[src/rtl/serdesphy_ana_pll_loop_filter_if.sv]
// Loop-filter control/status bundle between the PLL controller and the PI loop filter.
interface serdesphy_ana_pll_loop_filter_if;
    logic       enable;
    logic       vco_ready;
    logic       pfd_up;
    logic       pfd_dn;
    logic [7:0] vco_control;
    logic       locked;

    modport master (
        output enable, vco_ready, pfd_up, pfd_dn,
        input  vco_control, locked
    );

    modport slave (
        input  enable, vco_ready, pfd_up, pfd_dn,
        output vco_control, locked
    );
endinterface

[src/rtl/serdesphy_ana_pll_loop_filter.sv]
// Digital PI loop filter with acquisition/tracking FSM and lock detector for the PLL VCO.
// Optional: SERDESPHY_PLL_LF_GEARSHIFT_EN raises gains (4*KI, 2*KP) while acquiring.
module serdesphy_ana_pll_loop_filter #(
    parameter int unsigned FRAC_W    = 8,
    parameter int unsigned KP        = 4,
    parameter int unsigned KI        = 16,
    parameter int unsigned INIT_CODE = 128,
    parameter int unsigned LOCK_WIN  = 64,
    parameter int unsigned LOCK_TOL  = 4,
    parameter int unsigned LOCK_CNT  = 4
) (
    input logic                            clk,
    input logic                            rst_n,
    serdesphy_ana_pll_loop_filter_if.slave lf
);
    localparam int unsigned ACC_W  = 8 + FRAC_W;
    localparam int unsigned SUM_W  = ACC_W + 2;
    localparam int unsigned WIN_W  = $clog2(LOCK_WIN);
    localparam int unsigned GOOD_W = $clog2(LOCK_CNT + 1);

    localparam logic [ACC_W-1:0] ACC_INIT = ACC_W'(INIT_CODE) << FRAC_W;
    localparam logic [ACC_W-1:0] ACC_MAX  = {ACC_W{1'b1}};

    localparam logic [1:0] StOff     = 2'd0;
    localparam logic [1:0] StWaitVco = 2'd1;
    localparam logic [1:0] StAcquire = 2'd2;
    localparam logic [1:0] StTrack   = 2'd3;

    logic [1:0]        state_q, state_d;
    logic [ACC_W-1:0]  acc_q, acc_d;
    logic [7:0]        code_q, code_d;
    logic              locked_q, locked_d;
    logic [WIN_W-1:0]  win_q, win_d;
    logic signed [7:0] net_q, net_d;
    logic [GOOD_W-1:0] good_q, good_d;

    logic signed [1:0]       err;
    logic [SUM_W-1:0]        ki_eff;
    logic [10:0]             kp_eff;
    logic signed [SUM_W-1:0] acc_sum;
    logic [ACC_W-1:0]        acc_n;
    logic signed [10:0]      code_sum;
    logic [7:0]              code_n;
    logic signed [8:0]       net_sum, net_abs;
    logic signed [7:0]       net_sat;
    logic                    win_end, win_good;
    logic [GOOD_W-1:0]       good_inc;

`ifdef SERDESPHY_PLL_LF_GEARSHIFT_EN
    assign ki_eff = (state_q == StAcquire) ? SUM_W'(4 * KI) : SUM_W'(KI);
    assign kp_eff = (state_q == StAcquire) ? 11'(2 * KP) : 11'(KP);
`else
    assign ki_eff = SUM_W'(KI);
    assign kp_eff = 11'(KP);
`endif

    // up&dn together cancel to zero error
    assign err = (lf.pfd_up && !lf.pfd_dn) ? 2'sd1 :
                 (lf.pfd_dn && !lf.pfd_up) ? -2'sd1 : 2'sd0;

    always_comb begin
        unique case (err)
            2'sd1:   acc_sum = $signed({2'b00, acc_q}) + $signed(ki_eff);
            -2'sd1:  acc_sum = $signed({2'b00, acc_q}) - $signed(ki_eff);
            default: acc_sum = $signed({2'b00, acc_q});
        endcase
        if (acc_sum < 0)                           acc_n = '0;
        else if (acc_sum > $signed({2'b00, ACC_MAX})) acc_n = ACC_MAX;
        else                                       acc_n = acc_sum[ACC_W-1:0];

        unique case (err)
            2'sd1:   code_sum = $signed({3'b000, acc_n[ACC_W-1:FRAC_W]}) + $signed(kp_eff);
            -2'sd1:  code_sum = $signed({3'b000, acc_n[ACC_W-1:FRAC_W]}) - $signed(kp_eff);
            default: code_sum = $signed({3'b000, acc_n[ACC_W-1:FRAC_W]});
        endcase
        if (code_sum < 0)           code_n = 8'd0;
        else if (code_sum > 11'sd255) code_n = 8'd255;
        else                        code_n = code_sum[7:0];
    end

    always_comb begin
        net_sum  = $signed({net_q[7], net_q}) + $signed({{7{err[1]}}, err});
        net_abs  = (net_sum < 0) ? -net_sum : net_sum;
        net_sat  = (net_sum > 9'sd127) ? 8'sd127 :
                   (net_sum < -9'sd128) ? -8'sd128 : net_sum[7:0];
        win_end  = (win_q == WIN_W'(LOCK_WIN - 1));
        win_good = ($unsigned(net_abs) <= 9'(LOCK_TOL));
        good_inc = (good_q == GOOD_W'(LOCK_CNT)) ? good_q : good_q + 1'b1;
    end

    always_comb begin
        state_d  = state_q;
        acc_d    = acc_q;
        code_d   = code_q;
        locked_d = locked_q;
        win_d    = win_q;
        net_d    = net_q;
        good_d   = good_q;
        if (!lf.enable) begin
            state_d  = StOff;
            acc_d    = ACC_INIT;
            code_d   = 8'(INIT_CODE);
            locked_d = 1'b0;
            win_d    = '0;
            net_d    = '0;
            good_d   = '0;
        end else begin
            unique case (state_q)
                StOff: begin
                    state_d  = StWaitVco;
                    locked_d = 1'b0;
                end
                StWaitVco: begin
                    locked_d = 1'b0;
                    win_d    = '0;
                    net_d    = '0;
                    good_d   = '0;
                    if (lf.vco_ready) state_d = StAcquire;
                end
                default: begin
                    if (!lf.vco_ready) begin
                        // loop frozen, code kept so reacquisition starts from last estimate
                        state_d  = StWaitVco;
                        locked_d = 1'b0;
                        win_d    = '0;
                        net_d    = '0;
                        good_d   = '0;
                    end else begin
                        acc_d  = acc_n;
                        code_d = code_n;
                        win_d  = win_end ? '0 : win_q + 1'b1;
                        net_d  = win_end ? '0 : net_sat;
                        if (win_end) begin
                            if (win_good) begin
                                good_d = good_inc;
                                if (state_q == StAcquire && good_inc == GOOD_W'(LOCK_CNT)) begin
                                    state_d  = StTrack;
                                    locked_d = 1'b1;
                                end
                            end else begin
                                good_d   = '0;
                                state_d  = StAcquire;
                                locked_d = 1'b0;
                            end
                        end
                    end
                end
            endcase
        end
    end

    always_ff @(posedge clk or negedge rst_n) begin
        if (!rst_n) begin
            state_q  <= StOff;
            acc_q    <= ACC_INIT;
            code_q   <= 8'(INIT_CODE);
            locked_q <= 1'b0;
            win_q    <= '0;
            net_q    <= '0;
            good_q   <= '0;
        end else begin
            state_q  <= state_d;
            acc_q    <= acc_d;
            code_q   <= code_d;
            locked_q <= locked_d;
            win_q    <= win_d;
            net_q    <= net_d;
            good_q   <= good_d;
        end
    end

    assign lf.vco_control = code_q;
    assign lf.locked      = locked_q;
endmodule

[src/flat_wrapper.sv]
// flat-port wrapper written by rule: the top's interface ports become plain ports
module serdesphy_ana_pll_loop_filter_flat 
#(
    parameter int unsigned FRAC_W    = 8,
    parameter int unsigned KP        = 4,
    parameter int unsigned KI        = 16,
    parameter int unsigned INIT_CODE = 128,
    parameter int unsigned LOCK_WIN  = 64,
    parameter int unsigned LOCK_TOL  = 4,
    parameter int unsigned LOCK_CNT  = 4
)
  (clk, rst_n, lf_enable, lf_vco_ready, lf_pfd_up, lf_pfd_dn, lf_vco_control, lf_locked);
  serdesphy_ana_pll_loop_filter_if lf_i ();
  input logic clk;
  input logic rst_n;
  input wire logic [$bits(lf_i.enable)-1:0] lf_enable;
  input wire logic [$bits(lf_i.vco_ready)-1:0] lf_vco_ready;
  input wire logic [$bits(lf_i.pfd_up)-1:0] lf_pfd_up;
  input wire logic [$bits(lf_i.pfd_dn)-1:0] lf_pfd_dn;
  output wire logic [$bits(lf_i.vco_control)-1:0] lf_vco_control;
  output wire logic [$bits(lf_i.locked)-1:0] lf_locked;
  assign lf_i.enable = lf_enable;
  assign lf_i.vco_ready = lf_vco_ready;
  assign lf_i.pfd_up = lf_pfd_up;
  assign lf_i.pfd_dn = lf_pfd_dn;
  assign lf_vco_control = lf_i.vco_control;
  assign lf_locked = lf_i.locked;
  serdesphy_ana_pll_loop_filter #(.FRAC_W(FRAC_W), .KP(KP), .KI(KI), .INIT_CODE(INIT_CODE), .LOCK_WIN(LOCK_WIN), .LOCK_TOL(LOCK_TOL), .LOCK_CNT(LOCK_CNT)) u_core (.clk(clk), .rst_n(rst_n), .lf(lf_i));
endmodule
[config.mk]
export PLATFORM = sky130hd
export DESIGN_NAME = serdesphy_ana_pll_loop_filter_flat
export DESIGN_NICKNAME = d
export VERILOG_FILES = /design/src/rtl/serdesphy_ana_pll_loop_filter_if.sv /design/src/rtl/serdesphy_ana_pll_loop_filter.sv /design/src/flat_wrapper.sv
export SDC_FILE = /design/constraint.sdc
export NUM_CORES = 1
export LEC_CHECK = 0
export BUFFER_PORTS_ARGS = -buffer_cell sky130_fd_sc_hd__buf_2
export CAP_MARGIN = 25
export CORE_MARGIN = 2
export CORE_UTILIZATION = 40
export CTS_CLUSTER_SIZE = 28
export DETAILED_ROUTE_END_ITERATION = 6
export HOLD_SLACK_MARGIN = 0.08
export SETUP_SLACK_MARGIN = 0.02
export SLEW_MARGIN = 20
export SYNTH_ARGS = -nofsm -noshare
export SYNTH_HDL_FRONTEND = slang
export SYNTH_SLANG_ARGS = --single-unit
[constraint.sdc]
create_clock -name clk -period 7.9 [get_ports clk]
set_input_delay 0.79 -clock clk [delete_from_list [all_inputs] [get_ports clk]]
set_output_delay 0.79 -clock clk [all_outputs]
set_load 0.1 [all_outputs]
# Word level (Yosys, flattened, before mapping)
# Cells that the tools add are included.
# W data, S select, Z words.
[classes] n_lt_le_gt_ge=8 eq_ne=16 n_shift=0 bitwise_logic=0 add_sub_neg=8 n_reduce_logical=11 muxes=44 n_mul=0 div=0
[ops] operator="$mux W16" count=5
[ops] operator="$mux W8" count=10
[ops] operator="$pmux W18 S2" count=1
[ops] operator="$pmux W11 S2" count=1
[ops] operator="$gt A18 B17 Y1 const B" count=1
[ops] operator="$lt A18 B1 Y1 const B" count=1
[ops] operator="$mux W6" count=3
[ops] operator="$add A16 B5 Y17 const B" count=1
[ops] operator="$sub A16 B5 Y17 const B" count=1
[ops] operator="$mux W2" count=8
[ops] operator="$pmux W8 S2" count=1
[ops] operator="$mux W3" count=5
[ops] operator="$pmux W6 S2" count=1
[ops] operator="$gt A11 B9 Y1 const B" count=1
[ops] operator="$lt A11 B1 Y1 const B" count=1
[ops] operator="$add A8 B2 Y9" count=1
[ops] operator="$add A8 B3 Y9 const B" count=1
[ops] operator="$gt A9 B8 Y1 const B" count=1
[ops] operator="$le A9 B3 Y1 const B" count=1
[ops] operator="$lt A9 B1 Y1 const B" count=1
[ops] operator="$lt A9 B8 Y1 const B" count=1
[ops] operator="$mux W9" count=1
[ops] operator="$neg A9 Y9" count=1
[ops] operator="$sub A8 B3 Y9 const B" count=1
[ops] operator="23 further kinds" count=37
[word_totals] in_bits=6 ff_bits=44 output_inout_bits=9 latch_bits=0 rom_bits=0 ram_bits=0 n_memories=0 wordCells=94

# Longest topological paths before layout
[logic_depth] word_depth=17 depth_mapped=15 mapped_depth_nobuf=14

# Least setup slack after synthesis
# OpenSTA, ideal clock, no wires.
[synth_timing] path_kind="in2reg" start="in lf_pfd_dn" end="reg u_core.state_q[0]" n_path_buf=1 setup_slack_ns=4.041 t_required_ns=7.781 arrival_time_ns=3.740 setup_ns=0.119 cell_stages=14 cell_sequence="inv_1 -> ha_1 -> clkbuf_1 -> inv_1 -> ha_1 -> fa_1 -> a211oi_1 -> nor2_1 -> o31ai_1 -> a21bo_2 -> nor4bb_1 -> mux2i_1 -> o221ai_1 -> o21a_1"
[synth_between] elab_chain_cells=12 word_cells_on_any_way=17 cone_classes="add/sub (2); order compare (2); eq/ne (1); mux (8); reduce/logical (4)"
[synth_rtl] element="from (decl)" line_no="flat_wrapper.sv:19" text="input wire logic [$bits(lf_i.pfd_dn)-1:0] lf_pfd_dn;"
[synth_rtl] element="$logic_and A1 B1 Y1 / $logic_not A1 Y1 (equally long branches)" line_no="serdesphy_ana_pll_loop_filter.sv:59, serdesphy_ana_pll_loop_filter.sv:58"
[synth_rtl] element="$mux W2 / $logic_and A1 B1 Y1 (equally long branches)" line_no="serdesphy_ana_pll_loop_filter.sv:59, serdesphy_ana_pll_loop_filter.sv:58"
[synth_rtl] element="$mux W2 (*)" line_no="serdesphy_ana_pll_loop_filter.sv:58" text="assign err = (lf.pfd_up && !lf.pfd_dn) ? 2'sd1 :"
[synth_rtl] element="$add A8 B2 Y9 (*)" line_no="serdesphy_ana_pll_loop_filter.sv:82" text="net_sum = $signed({net_q[7], net_q}) + $signed({{7{err[1]}}, err});"
[synth_rtl] element="$neg A9 Y9 / $lt A9 B1 Y1 (equally long branches)" line_no="serdesphy_ana_pll_loop_filter.sv:83" text="net_abs = (net_sum < 0) ? -net_sum : net_sum;"
[synth_rtl] element="$mux W9 (*)" line_no="serdesphy_ana_pll_loop_filter.sv:83"
[synth_rtl] element="$le A9 B3 Y1 (*)" line_no="serdesphy_ana_pll_loop_filter.sv:87" text="win_good = ($unsigned(net_abs) <= 9'(LOCK_TOL));"
[synth_rtl] element="$mux W2" line_no="serdesphy_ana_pll_loop_filter.sv:134" text="if (win_good) begin"
[synth_rtl] element="$mux W2" line_no="serdesphy_ana_pll_loop_filter.sv:133" text="if (win_end) begin"
[synth_rtl] element="$mux W2" line_no="serdesphy_ana_pll_loop_filter.sv:121" text="if (!lf.vco_ready) begin"
[synth_rtl] element="$pmux W2 S2" line_no="serdesphy_ana_pll_loop_filter.sv:108" text="unique case (state_q)"
[synth_rtl] element="$mux W2" line_no="serdesphy_ana_pll_loop_filter.sv:99" text="if (!lf.enable) begin"
[synth_rtl] element="to (signal assigned)" line_no="serdesphy_ana_pll_loop_filter.sv:154" text="state_q <= StOff;"
[synth_rtl] element="to (signal assigned)" line_no="serdesphy_ana_pll_loop_filter.sv:162" text="state_q <= state_d;"
[synth_rtl] element="to (decl)" line_no="serdesphy_ana_pll_loop_filter.sv:29" text="logic [1:0] state_q, state_d;"
# Every way passes the cells marked *; elsewhere a longest branch is shown, timed or not. The select of a mux whose other input is x is not followed.
# A chain may end at the register's enable or synchronous reset.

# Worst setup path after layout
# Same ends and word-level chain as after synthesis.

==> run metrics <==
xor/xnor cell area share of the yosys netlist=0.03363; Detailed Route WL=8913 um; post-layout min period=4.276 ns; main flop type after synthesis=dfrtp_1; multiplexer fraction of the synthesized cell area=0.01515; delay-heaviest family, CP=compound AO/OA/AOI/OAI gates; GP Congestion=0.9177; number of synthesized flops with an enable pin=0; die area=9216 sq um; global-route wire length before repair=14880 um; fraction of the mapped netlist area in adder cells=0.07243; number of global-route vias before repair=2939; starting density of the core=0.4121; worst skew pair latency=0.30 ns; CP peak stage delay=0.49 ns; HP Class=in2async; number of filler instances in the final layout=801; Worst EP required=8.10 ns; status=completed; num ports=15; DP HPWL=6293 um; Startpoint Class=input port; clock-pin slew on the worst setup and hold paths=0.09 ns; slowest stage cell on the critical path=mux2i_1; Setup violations, final=0; Fin Clk Skew=0.007696 ns; leading area contributor after synthesis=dfrtp_1; cell count after synthesis=406; post-CTS setup buffers=0; total of flip-flops plus latches after synthesis=40; highest ir drop seen on vdd=0.1012 mV; main combinational cell family by area after synthesis=compound AO/OA/AOI/OAI gates; GRT overflow=0; Std-Cell Rows=33; Synth top area share=0.2809; maximum achievable frequency=233.9 MHz; number of iterations in the first detailed-routing pass=5; RR Startpoint=u_core.acc_q[4]; static power due to leakage=1.569 nW; max_cap viols=0; clock tree from TritonCTS=built; kind of critical path=in2reg; Routed WL per cell=17.41 um; area fraction in compound gates after synthesis=0.2846; pwr/cell area=135.8 nW/um^2; Max Transition Viols Final=0; n_diodes=0; number of gates given a new drive strength after cts=0; number of buffers on the longest clock path=2; synthesized area per cell=8.339 sq um; number of buffers inserted for hold repair after clock tree synthesis=0; sum of negative setup slack=0 ns; initial antenna violation count=0; worst setup timing slack at the placement stage=3.348 ns; number of vias after detailed routing=3153; maximum number of pins on one net before global-route repair=41; kind of capture point of the worst setup path=flop; crit-path max FO=29; worst reg-to-reg path cell count=13; horizontal extent of the die=96 um; portion of the post-synthesis area used by sequential elements=0.2964; cell types occupying the most area after synthesis=dfrtp_1 (28%), ha_1 (6.7%), o21ai_0 (4.7%); number of nets with antenna violations after detailed routing=0; Cell Area, Synth=3386 sq um; share of synthesized registers carrying an async set or reset=1.000; sequence of cells on the critical path=buf_2 -> inv_1 -> ha_1 -> buf_4 -> inv_1 -> ha_1 -> fa_1 -> a211oi_1 -> nor2_1 -> o31ai_1 -> a21bo_2 -> nor4bb_1 -> mux2i_1 -> o221ai_1 -> o21a_1; FF-to-FF setup slack=4.46 ns; total clock buffers created by CTS=5; post-synthesis to final-layout area growth=7.650%; Final Worst Setup Slack=3.624 ns; drt initial violations=235; data arrival time of the critical path=4.47 ns; yosys synthesis warning count=0; overall die height=96 um; Fin. Hold Viols=0; Net count, final=431; tightest slew margin relative to the limit=0.4661; worst flop-to-flop path endpoint=u_core.lf.vco_control[6]; setup repair after global routing missed its margin=no; Port Buffer Count=14; core region area=8217 sq um; fraction of final layout cells with drive strength greater than 1=0.1253; root buffer cell=clkbuf_8; # H-tree levels=2; Synthesized Nets=431; clock sinks=40; Least-Margin Pin Slew=0.8008 ns; fin crit share=0.5412; GRT Resource Usage Total=0.2047; Netlist cell types=79; post-DR vias/cell=6.158; Worst Path Buf+Inv=4; Post-Synth Simple-Gate Area=0.2506; number of remaining DRC errors=0
[flip-flops by register name, indices dropped and copies added (netlist names)]
register	count
u_core.acc_q	12
u_core.good_q	3
u_core.lf.locked	1
u_core.lf.vco_control	8
u_core.net_q	8
u_core.state_q	2
u_core.win_q	6
[cells in the final DEF, fill, tap and decap left out, drive strengths merged, types with 4 or more instances in the layout]
cell type	netlist	final
mux2i	4	4
clkbuf	14	7
or2	5	5
o21ai	38	38
dfrtp	38	38
and3	5	5
inv	14	14
a21o	4	4
nor2b	7	7
a31oi	6	6
a22o	11	11
and2	6	6
ha	18	18
or3	6	6
nand2b	4	4
nand3	17	17
xnor2	6	6
nand2	37	37
o22ai	4	4
a211o	4	4
xor2	7	7
nor3b	4	4
nor4	6	6
nor3	11	11
buf	9	16
nor2	37	37
a21oi	19	19
o21a	7	7
[cell usage after synthesis (3+ instances only)]
library cell,number
nand2b_1,4
nor4_1,4
and3_1,5
xor2_1,7
nand4_1,3
a31oi_1,4
ha_1,18
o21ai_1,5
clkbuf_1,13
buf_2,7
a21oi_1,19
o22ai_1,4
a22o_1,11
o21a_1,7
o221ai_1,3
nor3b_1,3
and2_1,6
nor3_1,9
inv_1,14
dfrtp_1,38
or3_1,5
a211o_1,4
nand2_1,36
o21ai_0,32
o311ai_0,3
or2_2,4
a21o_1,4
nand3_1,16
nor2b_1,7
a211oi_1,3
nor2_1,36
xnor2_1,6
mux2i_1,4
[kinds of logic (layout without fill, tap and decap cells)]
| family | after synthesis | after routing |
|---|---|---|
| AOI/OAI and AO/OA | 135 | 135 |
| xor gates and xnor gates | 13 | 13 |
| adders and majority gates | 19 | 19 |
| buffers and inverters | 38 | 39 |
| DFF | 40 | 40 |
| muxes | 5 | 5 |
| and+or+nand+nor | 156 | 156 |
[worst register-to-register path: stages (launching register included)]
cell	delay, ns
dfrtp_1	0.44
inv_1	0.10
ha_1	0.19
nor3b_2	0.39
nand3_1	0.26
a32oi_1	0.39
o21ai_1	0.17
inv_1	0.12
ha_1	0.21
inv_1	0.06
or4b_4	0.57
nor2_4	0.20
a2111oi_0	0.10
o21ai_1	0.18
[power by group]
part           leakage, nW  switching [W]   total, W  internal (W)
Combinational        0.956      0.0000628  0.0000938     0.0000310
Clock               0.0645      0.0000788   0.000190      0.000112
Sequential           0.549     0.00000347   0.000211      0.000207
Total                 1.57       0.000145   0.000495      0.000350
[stage by stage]
stage          instances    util  power (W)  cell area (sq um)  hold slack, ns
5_1_grt              512  0.4436  0.0005188               3645          0.4751
2_1_floorplan        406       -  0.0002817               3386          0.4453
3_3_place_gp         503  0.4249  0.0003056               3491          0.4616
4_1_cts              511  0.4402  0.0004968               3617          0.4901
3_5_place_dp         503  0.4249  0.0003055               3491          0.4700
6_report             512  0.4436  0.0004951               3645          0.4503
[final cells by class]
cell class                 count  area (sq um)  share of cell area
inverter                      15         56.30             0.01545
tap                          105         131.4             0.03605
multi-input combinational    328          2222              0.6097
clock buffer                   7         96.34             0.02643
timing repair buffer          16         105.1             0.02884
sequential                    40          1003              0.2753
clock inverter                 1         30.03            0.008239
[routing by layer]
layer / vias up / part of all wire / global-route usage
met1: 1498 / 0.47 / 0.2940
met4: 0 / 0.022 / 0.05119
met2: 122 / 0.45 / 0.3212
met3: 18 / 0.057 / 0.03132
met5: - / 0 / 0
li1: 1515 / - / -
[worst max path at each step]
stage,startpoint,endpoint,slack (ns),depth (start not counted)
finish,lf_pfd_dn,u_core.state_q[0],3.62,15
global route,lf_pfd_dn,u_core.state_q[0],3.42,15
CTS,lf_pfd_dn,u_core.state_q[0],3.67,15
detailed placement,lf_pfd_dn,u_core.state_q[0],3.35,15
global placement,lf_pfd_dn,u_core.state_q[0],3.34,15
floorplan,lf_pfd_dn,u_core.state_q[0],4.04,14
No activity file was read; power rests on OpenSTA's default activity.
